$ cat src/rtl/otter_pipe_ctrl.sv
// otter_pipe_ctrl: stall/flush sequencer for the five-stage OTTER pipeline.
// Turns load-use, branch redirect, fetch-ready and data-memory handshake into
// per-stage write enables and bubble inserts; owns reset drain and a
// data-memory wait watchdog.
// Optional feature: define OTTER_PIPE_CTRL_PERF_EN to build the stall and
// redirect performance counters (otherwise both read as zero).
module otter_pipe_ctrl #(
  parameter int unsigned MAX_WAIT  = 255,
  parameter int unsigned RST_DRAIN = 4
) (
  input  logic        CLK,
  input  logic        RST,
  input  logic        load_use_haz,
  input  logic        br_taken,
  input  logic        imem_ack,
  input  logic        dmem_req,
  input  logic        dmem_ack,
  output logic        pc_we,
  output logic        if_de_we,
  output logic        de_ex_we,
  output logic        ex_mem_we,
  output logic        mem_wb_we,
  output logic        flush_if_de,
  output logic        flush_de_ex,
  output logic        flush_mem_wb,
  output logic        mem_timeout,
  output logic [31:0] stall_cycles,
  output logic [31:0] redirect_count
);

  localparam int unsigned WAIT_W  = 16;
  localparam int unsigned DRAIN_W = 4;

  typedef enum logic [1:0] {
    ST_RESET     = 2'd0,
    ST_RUN       = 2'd1,
    ST_REDIRECT  = 2'd2,
    ST_DMEM_WAIT = 2'd3
  } state_t;

  state_t              state, state_nxt;
  logic [DRAIN_W-1:0]  drain_cnt, drain_nxt;
  logic [WAIT_W-1:0]   wait_cnt, wait_nxt;
  logic                mem_stall;
  logic                stall_fire;
  logic                redirect_fire;

  assign mem_stall = dmem_req && !dmem_ack;

  // Next-state and Mealy enable/flush decode, strict hazard priority
  always_comb begin
    state_nxt     = state;
    drain_nxt     = drain_cnt;
    pc_we         = 1'b1;
    if_de_we      = 1'b1;
    de_ex_we      = 1'b1;
    ex_mem_we     = 1'b1;
    mem_wb_we     = 1'b1;
    flush_if_de   = 1'b0;
    flush_de_ex   = 1'b0;
    flush_mem_wb  = 1'b0;
    stall_fire    = 1'b0;
    redirect_fire = 1'b0;

    if (RST) begin
      state_nxt    = ST_RESET;
      drain_nxt    = '0;
      pc_we        = 1'b0;
      flush_if_de  = 1'b1;
      flush_de_ex  = 1'b1;
      flush_mem_wb = 1'b1;
    end else begin
      case (state)
        ST_RESET: begin
          pc_we        = 1'b0;
          flush_if_de  = 1'b1;
          flush_de_ex  = 1'b1;
          flush_mem_wb = 1'b1;
          if (drain_cnt == DRAIN_W'(RST_DRAIN - 1)) begin
            state_nxt = ST_RUN;
            drain_nxt = '0;
          end else begin
            drain_nxt = drain_cnt + DRAIN_W'(1);
          end
        end
        ST_RUN, ST_DMEM_WAIT: begin
          state_nxt = ST_RUN;
          if (mem_stall) begin
            // Freeze everything upstream of MEM; the frozen EX re-presents br/load-use
            pc_we        = 1'b0;
            if_de_we     = 1'b0;
            de_ex_we     = 1'b0;
            ex_mem_we    = 1'b0;
            flush_mem_wb = 1'b1;
            stall_fire   = 1'b1;
            state_nxt    = ST_DMEM_WAIT;
          end else if (br_taken) begin
            flush_if_de   = 1'b1;
            flush_de_ex   = 1'b1;
            redirect_fire = 1'b1;
            state_nxt     = ST_REDIRECT;
          end else if (load_use_haz) begin
            pc_we       = 1'b0;
            if_de_we    = 1'b0;
            flush_de_ex = 1'b1;
          end else if (!imem_ack) begin
            pc_we       = 1'b0;
            flush_if_de = 1'b1;
          end
        end
        ST_REDIRECT: begin
          // DE and EX hold bubbles here, so br_taken and load_use_haz are ignored
          if (mem_stall) begin
            pc_we        = 1'b0;
            if_de_we     = 1'b0;
            de_ex_we     = 1'b0;
            ex_mem_we    = 1'b0;
            flush_mem_wb = 1'b1;
            stall_fire   = 1'b1;
          end else begin
            flush_if_de = 1'b1;
            state_nxt   = ST_RUN;
          end
        end
        default: state_nxt = ST_RESET;
      endcase
    end
  end

  // Saturating count of consecutive data-memory stall cycles
  always_comb begin
    wait_nxt = '0;
    if (stall_fire) begin
      if (wait_cnt >= WAIT_W'(MAX_WAIT)) wait_nxt = WAIT_W'(MAX_WAIT);
      else                               wait_nxt = wait_cnt + WAIT_W'(1);
    end
  end

  // State, drain counter and sticky watchdog registers
  always_ff @(posedge CLK) begin
    if (RST) begin
      state       <= ST_RESET;
      drain_cnt   <= '0;
      wait_cnt    <= '0;
      mem_timeout <= 1'b0;
    end else begin
      state       <= state_nxt;
      drain_cnt   <= drain_nxt;
      wait_cnt    <= wait_nxt;
      mem_timeout <= mem_timeout || (wait_nxt == WAIT_W'(MAX_WAIT));
    end
  end

`ifdef OTTER_PIPE_CTRL_PERF_EN
  // Performance counters: PC-hold cycles outside reset, and redirects taken
  always_ff @(posedge CLK) begin
    if (RST) begin
      stall_cycles   <= '0;
      redirect_count <= '0;
    end else begin
      if ((state != ST_RESET) && !pc_we) stall_cycles <= stall_cycles + 32'd1;
      if (redirect_fire)                 redirect_count <= redirect_count + 32'd1;
    end
  end
`else
  assign stall_cycles   = 32'd0;
  assign redirect_count = 32'd0;
`endif

endmodule

$ cat config.mk
export PLATFORM = sky130hd
export DESIGN_NAME = otter_pipe_ctrl
export DESIGN_NICKNAME = d
export VERILOG_FILES = /design/src/rtl/otter_pipe_ctrl.sv
export SDC_FILE = /design/constraint.sdc
export NUM_CORES = 1
export LEC_CHECK = 0
export ABC_AREA = 1
export CAP_MARGIN = 20
export CORE_MARGIN = 2
export CORE_UTILIZATION = 35
export CTS_CLUSTER_SIZE = 25
export DETAILED_ROUTE_END_ITERATION = 6
export PLACE_DENSITY = 0.72
export SLEW_MARGIN = 25
export SYNTH_ARGS = -nofsm -noshare
export SYNTH_HDL_FRONTEND = slang
export SYNTH_SLANG_ARGS = --single-unit
$ cat constraint.sdc
create_clock -name CLK -period 2 [get_ports CLK]
set_input_delay 0.2 -clock CLK [delete_from_list [all_inputs] [get_ports CLK]]
set_output_delay 0.2 -clock CLK [all_outputs]
set_load 0.05 [all_outputs]
Yosys cells after proc, flatten, opt, wreduce, memory -nomap -nowiden
Index checks and enable logic that the tools add are counted.
{ "classes": {"addsub": 2, "multipliers": 0, "div_mod_pow": 0, "magnitude_cmp": 1, "n_eq_ne": 7, "shifts": 0, "mux": 38, "bitwise": 0, "reduce_logical": 7} }
{ "ops": {"columns": ["op", "count"], "rows": [
  ["2-to-1 mux 16 bit", 2],
  ["2-to-1 mux 1 bit", 25],
  ["adder 16 x 1 -> 16 bit (second input constant)", 1],
  ["== test 16 x 8 -> 1 bit (second input constant)", 1],
  ["greater-or-equal comparator 16 x 8 -> 1 bit (second input constant)", 1],
  ["2-to-1 mux 2 bit", 4],
  ["one-hot mux 1 bit (2 select lines)", 3],
  ["one-hot mux 1 bit (3 select lines)", 2],
  ["one-hot mux 2 bit (3 select lines)", 1],
  ["adder 4 x 1 -> 4 bit (second input constant)", 1],
  ["== test 2 bit (second input constant)", 2],
  ["== test 4 x 2 -> 1 bit (second input constant)", 1],
  ["2-to-1 mux 4 bit", 1],
  ["inequality test 2 bit (second input constant)", 2],
  ["OR reduction 3 bit", 1],
  ["== test 2 x 1 -> 1 bit (second input constant)", 1],
  ["logical NOT 2 bit", 1],
  ["AND reduction 2 bit", 1],
  ["OR reduction 2 bit", 1],
  ["logical AND 1 bit", 1],
  ["logical NOT 1 bit", 1],
  ["logical OR 1 bit", 1]
]} }
{ "word_totals": {"register_bits": 23, "latchBits": 0, "mem_bits_rw": 0, "mem_bits_ro": 0, "in_bits": 7, "memories": 0} }

Depth between registers and ports, before layout
{ "logic_depth": {"word_depth": 8, "ltp_mapped": 11, "mapped_depth_nobuf": 11} }

Worst setup path before layout
Ideal clock, no wire load.
{ "synth_timing": {"path_type": "register to output", "from": "register state[0]", "to": "output port flush_if_de", "arrival_ns": 1.955, "path_slack_ns": -0.155, "stages_incl_launch_ff": 8, "n_path_buf": 0, "cell_sequence": "dfxtp_1 -> nor2_2 -> nor3_4 -> inv_1 -> o31ai_1 -> inv_1 -> nand2_1 -> inv_1"} }
{ "synth_via": {"elab_chain_cells": 4, "elab_cells_between_ends": 7, "cone_classes": "3 x eq/ne; 2 x mux; 2 x reduce/logical"} }
{ "synth_rtl": {"columns": ["element", "line_no", "source"], "rows": [
  ["from (decl)", "41", "state_t state, state_nxt;"],
  ["from (signal assigned)", "147", "state <= state_nxt;"],
  ["== test 2 x 1 -> 1 bit / == test 2 bit (equally long branches)", "73", "case (state)"],
  ["OR reduction 2 bit", "73", null],
  ["one-hot mux 1 bit (3 select lines) *", "73", null],
  ["2-to-1 mux 1 bit *", "65", "if (RST) begin"],
  ["to (decl)", "23", "output logic flush_if_de,"]
]} }
Every way passes the cells marked *; elsewhere a longest branch is shown, timed or not.

Worst setup path in the final report
{ "layout_timing": {"from": "input port dmem_ack", "to": "output port flush_if_de"} }
{ "layout_via": {"elab_chain_cells": 5, "elab_cells_between_ends": 6, "cone_classes": "4 x mux; 2 x reduce/logical"} }
{ "layout_rtl": {"columns": ["element", "line_no", "source"], "rows": [
  ["from (decl)", "17", "input logic dmem_ack,"],
  ["logical NOT 1 bit *", "48", "assign mem_stall = dmem_req && !dmem_ack;"],
  ["logical AND 1 bit *", "48", null],
  ["2-to-1 mux 1 bit (on tied branches)", "113, 88", null],
  ["one-hot mux 1 bit (3 select lines) *", "73", null],
  ["2-to-1 mux 1 bit *", "65", null]
]} }
Marked as above.

==> impl_metrics.env <==
export IMPL_gr_total_overflow=0
export IMPL_place_ws_ns=0.0591
export IMPL_synth_area_um2=1550
export IMPL_synth_largest_area_cell="buf_4"
export IMPL_whs_ns=0.456
export IMPL_final_min_clock_period_ns=1.84
export IMPL_vdd_drop_max_uv=398
export IMPL_grt_max_degree=15
export IMPL_outcome="complete, no violations"
export IMPL_die_w_um=70.5
export IMPL_rsz0062_at_grt="no"
export IMPL_r2r_end="mem_timeout"
export IMPL_drc=0
export IMPL_pwr_density_cell_nw_per_um2=834
export IMPL_async_reset_ff_frac=0
export IMPL_grt_pass1_vias=821
export IMPL_cts_num_sinks=23
export IMPL_gp_congestion=0.802
export IMPL_yosys_register_bits=23
export IMPL_seqCellArea_um2=463
export IMPL_cpMostUsedCell="clkinvlp_4"
export IMPL_clkTransAtPathRegs_ns=0.08
export IMPL_synthFlopType="dfxtp_1"
export IMPL_crit_type="input pin to output port"
export IMPL_cp_required_ns=1.80
export IMPL_cts_buffers=3
export IMPL_avgRoutedWirePerCell_um=7.39
export IMPL_synth_area_per_cell_um2=7.27
export IMPL_port_buffers=14
export IMPL_avgViaCountPerCell=3.77
export IMPL_antenna_found_initial=0
export IMPL_die_area_um2=4970
export IMPL_crit_start="dmem_ack"
export IMPL_r2r_cells=11
export IMPL_num_rows=24
export IMPL_totalWireLength_um=2150
export IMPL_rrSetupSlack_ns=0.38
export IMPL_postSynthCellCount=213
export IMPL_slew_violations=0
export IMPL_cts_hold_buffers_added=0
export IMPL_seq_area_frac_synth=0.297
export IMPL_leakagePower_nw=0.839
export IMPL_crit_end="flush_if_de"
export IMPL_drtIter0Drc=26
export IMPL_cts_path_max_buffers=2
export IMPL_diodes=0
export IMPL_end_kind="output port"
export IMPL_nets=249
export IMPL_hp_start="mem_timeout"
export IMPL_fin_skew_ns=0.00233
export IMPL_synth_most_common_cell="buf_4"
export IMPL_finalNonFillerCells=291
export IMPL_top_layer="met3"
export IMPL_hold_path_class="flop to flop"
export IMPL_dr_wl_met2_um=1070
export IMPL_grt_util_all_layers=0.0801
export IMPL_tritoncts="yes"
export IMPL_synth_top_area_share=0.320
export IMPL_max_stage_delay_ns=0.40
export IMPL_fin_ws_ns=0.162
export IMPL_h_tree_depth=1
export IMPL_cp_arrival_ns=1.64
export IMPL_grt_pass1_wl_um=3260
export IMPL_clk_latency_ns=0.26
export IMPL_initial_utilization=0.360
export IMPL_fill_cells=465
export IMPL_start_kind="input pin"
export IMPL_drtAntennaViolNets=0
export IMPL_synth_edf_count=0
export IMPL_route_met3_wl_um=186
export IMPL_num_vias=1097
export IMPL_ys_types=23
export IMPL_synth_commonest_cells="buf_4 (66), inv_1 (31), nand2_1 (29), dfxtp_1 (23), nor2_1 (17)"
export IMPL_pin_count=80
export IMPL_hold_viol_final=0
export IMPL_cp_slowest_cell="clkdlybuf4s50_1"
export IMPL_crit_chain="clkdlybuf4s50_1, or2_4, nor3_4, clkinvlp_4, o31ai_4, inv_2, nand2_2, clkinvlp_4, buf_8"
export IMPL_die_h_um=70.5
export IMPL_syn_to_final_growth_pct=5.74
export IMPL_drive_gt1_frac=0.121
export IMPL_core_area_um2=4290
export IMPL_fmax_mhz=544
export IMPL_reg2reg_from="wait_cnt[0]"
export IMPL_finalSetupViolations=0
export IMPL_cts_root_buffer="clkbuf_8"
export IMPL_dpl_hpwl_um=1760
export IMPL_worstPathMaxFanout=2
export IMPL_cap_violations=0
export IMPL_wl_met1_um=892
export IMPL_yosys_warnings=0
export IMPL_dpl_cell_count=285
export IMPL_min_period_over_period=0.919
export IMPL_synth_area_leaders="buf_4 (32%), dfxtp_1 (30%), inv_1 (7.5%)"
export IMPL_drt_pass1_iter_count=4
export IMPL_multi_input_area_um2=748
report_power, final:
part	switching (mW)	internal [mW]
logic	0.430	0.110
clock network	0.147	0.141
registers	0.0358	0.502
through the flow:
stage           util  instance area, um^2  setup TNS [ns]  power, mW
4_1_cts        0.373                 1600               0       1.37
3_5_place_dp   0.362                 1550               0       1.07
5_1_grt        0.381                 1640               0       1.43
6_report       0.381                 1640               0       1.37
3_3_place_gp   0.362                 1550               0       1.07
2_1_floorplan      -                 1840         -0.0302       1.09
layout by cell type (no fill, tap or decap), types with 2 or more instances in the layout:
cell type and n:
a21oi_1 6, buf_12 2, buf_4 8, clkbuf_8 3, clkdlybuf4s50_1 6, clkinvlp_4 3
conb_1 73, dfxtp_1 21, dfxtp_2 2, ha_1 2, inv_1 28, nand2_1 28
nand2_2 3, nand3_1 13, nand4_1 3, nor2_1 17, o211ai_1 2, o21ai_0 6
repair_timing:
item / CTS / global route
setup buffers: 0 / 2
gates resized for setup: 0 / 4
endpoints found under the setup margin: 0 / 1
area by class of cell:
class | count | share of cell area
multi-input combinational | 163 | 0.457
sequential | 23 | 0.283
timing repair buffer | 18 | 0.115
inverter | 31 | 0.0757
tap | 52 | 0.0398
clock buffer | 3 | 0.0252
clock inverter | 1 | 0.00459
critical path, delay by kind of cell:
kind,cells,cell delay [ns]
compound gates,1,0.07
buf+inv,5,0.84
simple gates,3,0.52
kinds of logic after synthesis:
| family | synth area share |
|---|---|
| adders and majority gates | 0.0162 |
| xor gates and xnor gates | 0.00566 |
| DFF | 0.297 |
| other | 0.00485 |
| and+or+nand+nor | 0.203 |
| AOI/OAI and AO/OA | 0.0679 |
| buffers and inverters | 0.405 |
how the worst min path moves through the flow:
| stage | end | slack (ns) | cells after the start |
|---|---|---|---|
| final | mem_timeout | 0.46 | 2 |
| after global routing | mem_timeout | 0.49 | 2 |
| after CTS | mem_timeout | 0.46 | 2 |
| after detailed placement | mem_timeout | 0.45 | 2 |
| after global placement | mem_timeout | 0.44 | 2 |
| after floorplan | state[1] | 0.37 | 2 |
registers in the layout, indices dropped and copies added, names as in the netlist:
name and flops:
state 2, mem_timeout 1, wait_cnt 16, drain_cnt 4
routing by layer:
metal  GRT usage  vias up
met3      0.0130        0
met2       0.140       50
met1      0.0964      478
met5           0        -
met4      0.0342        0
li1            -      569
(Power assumes the default switching activity.)
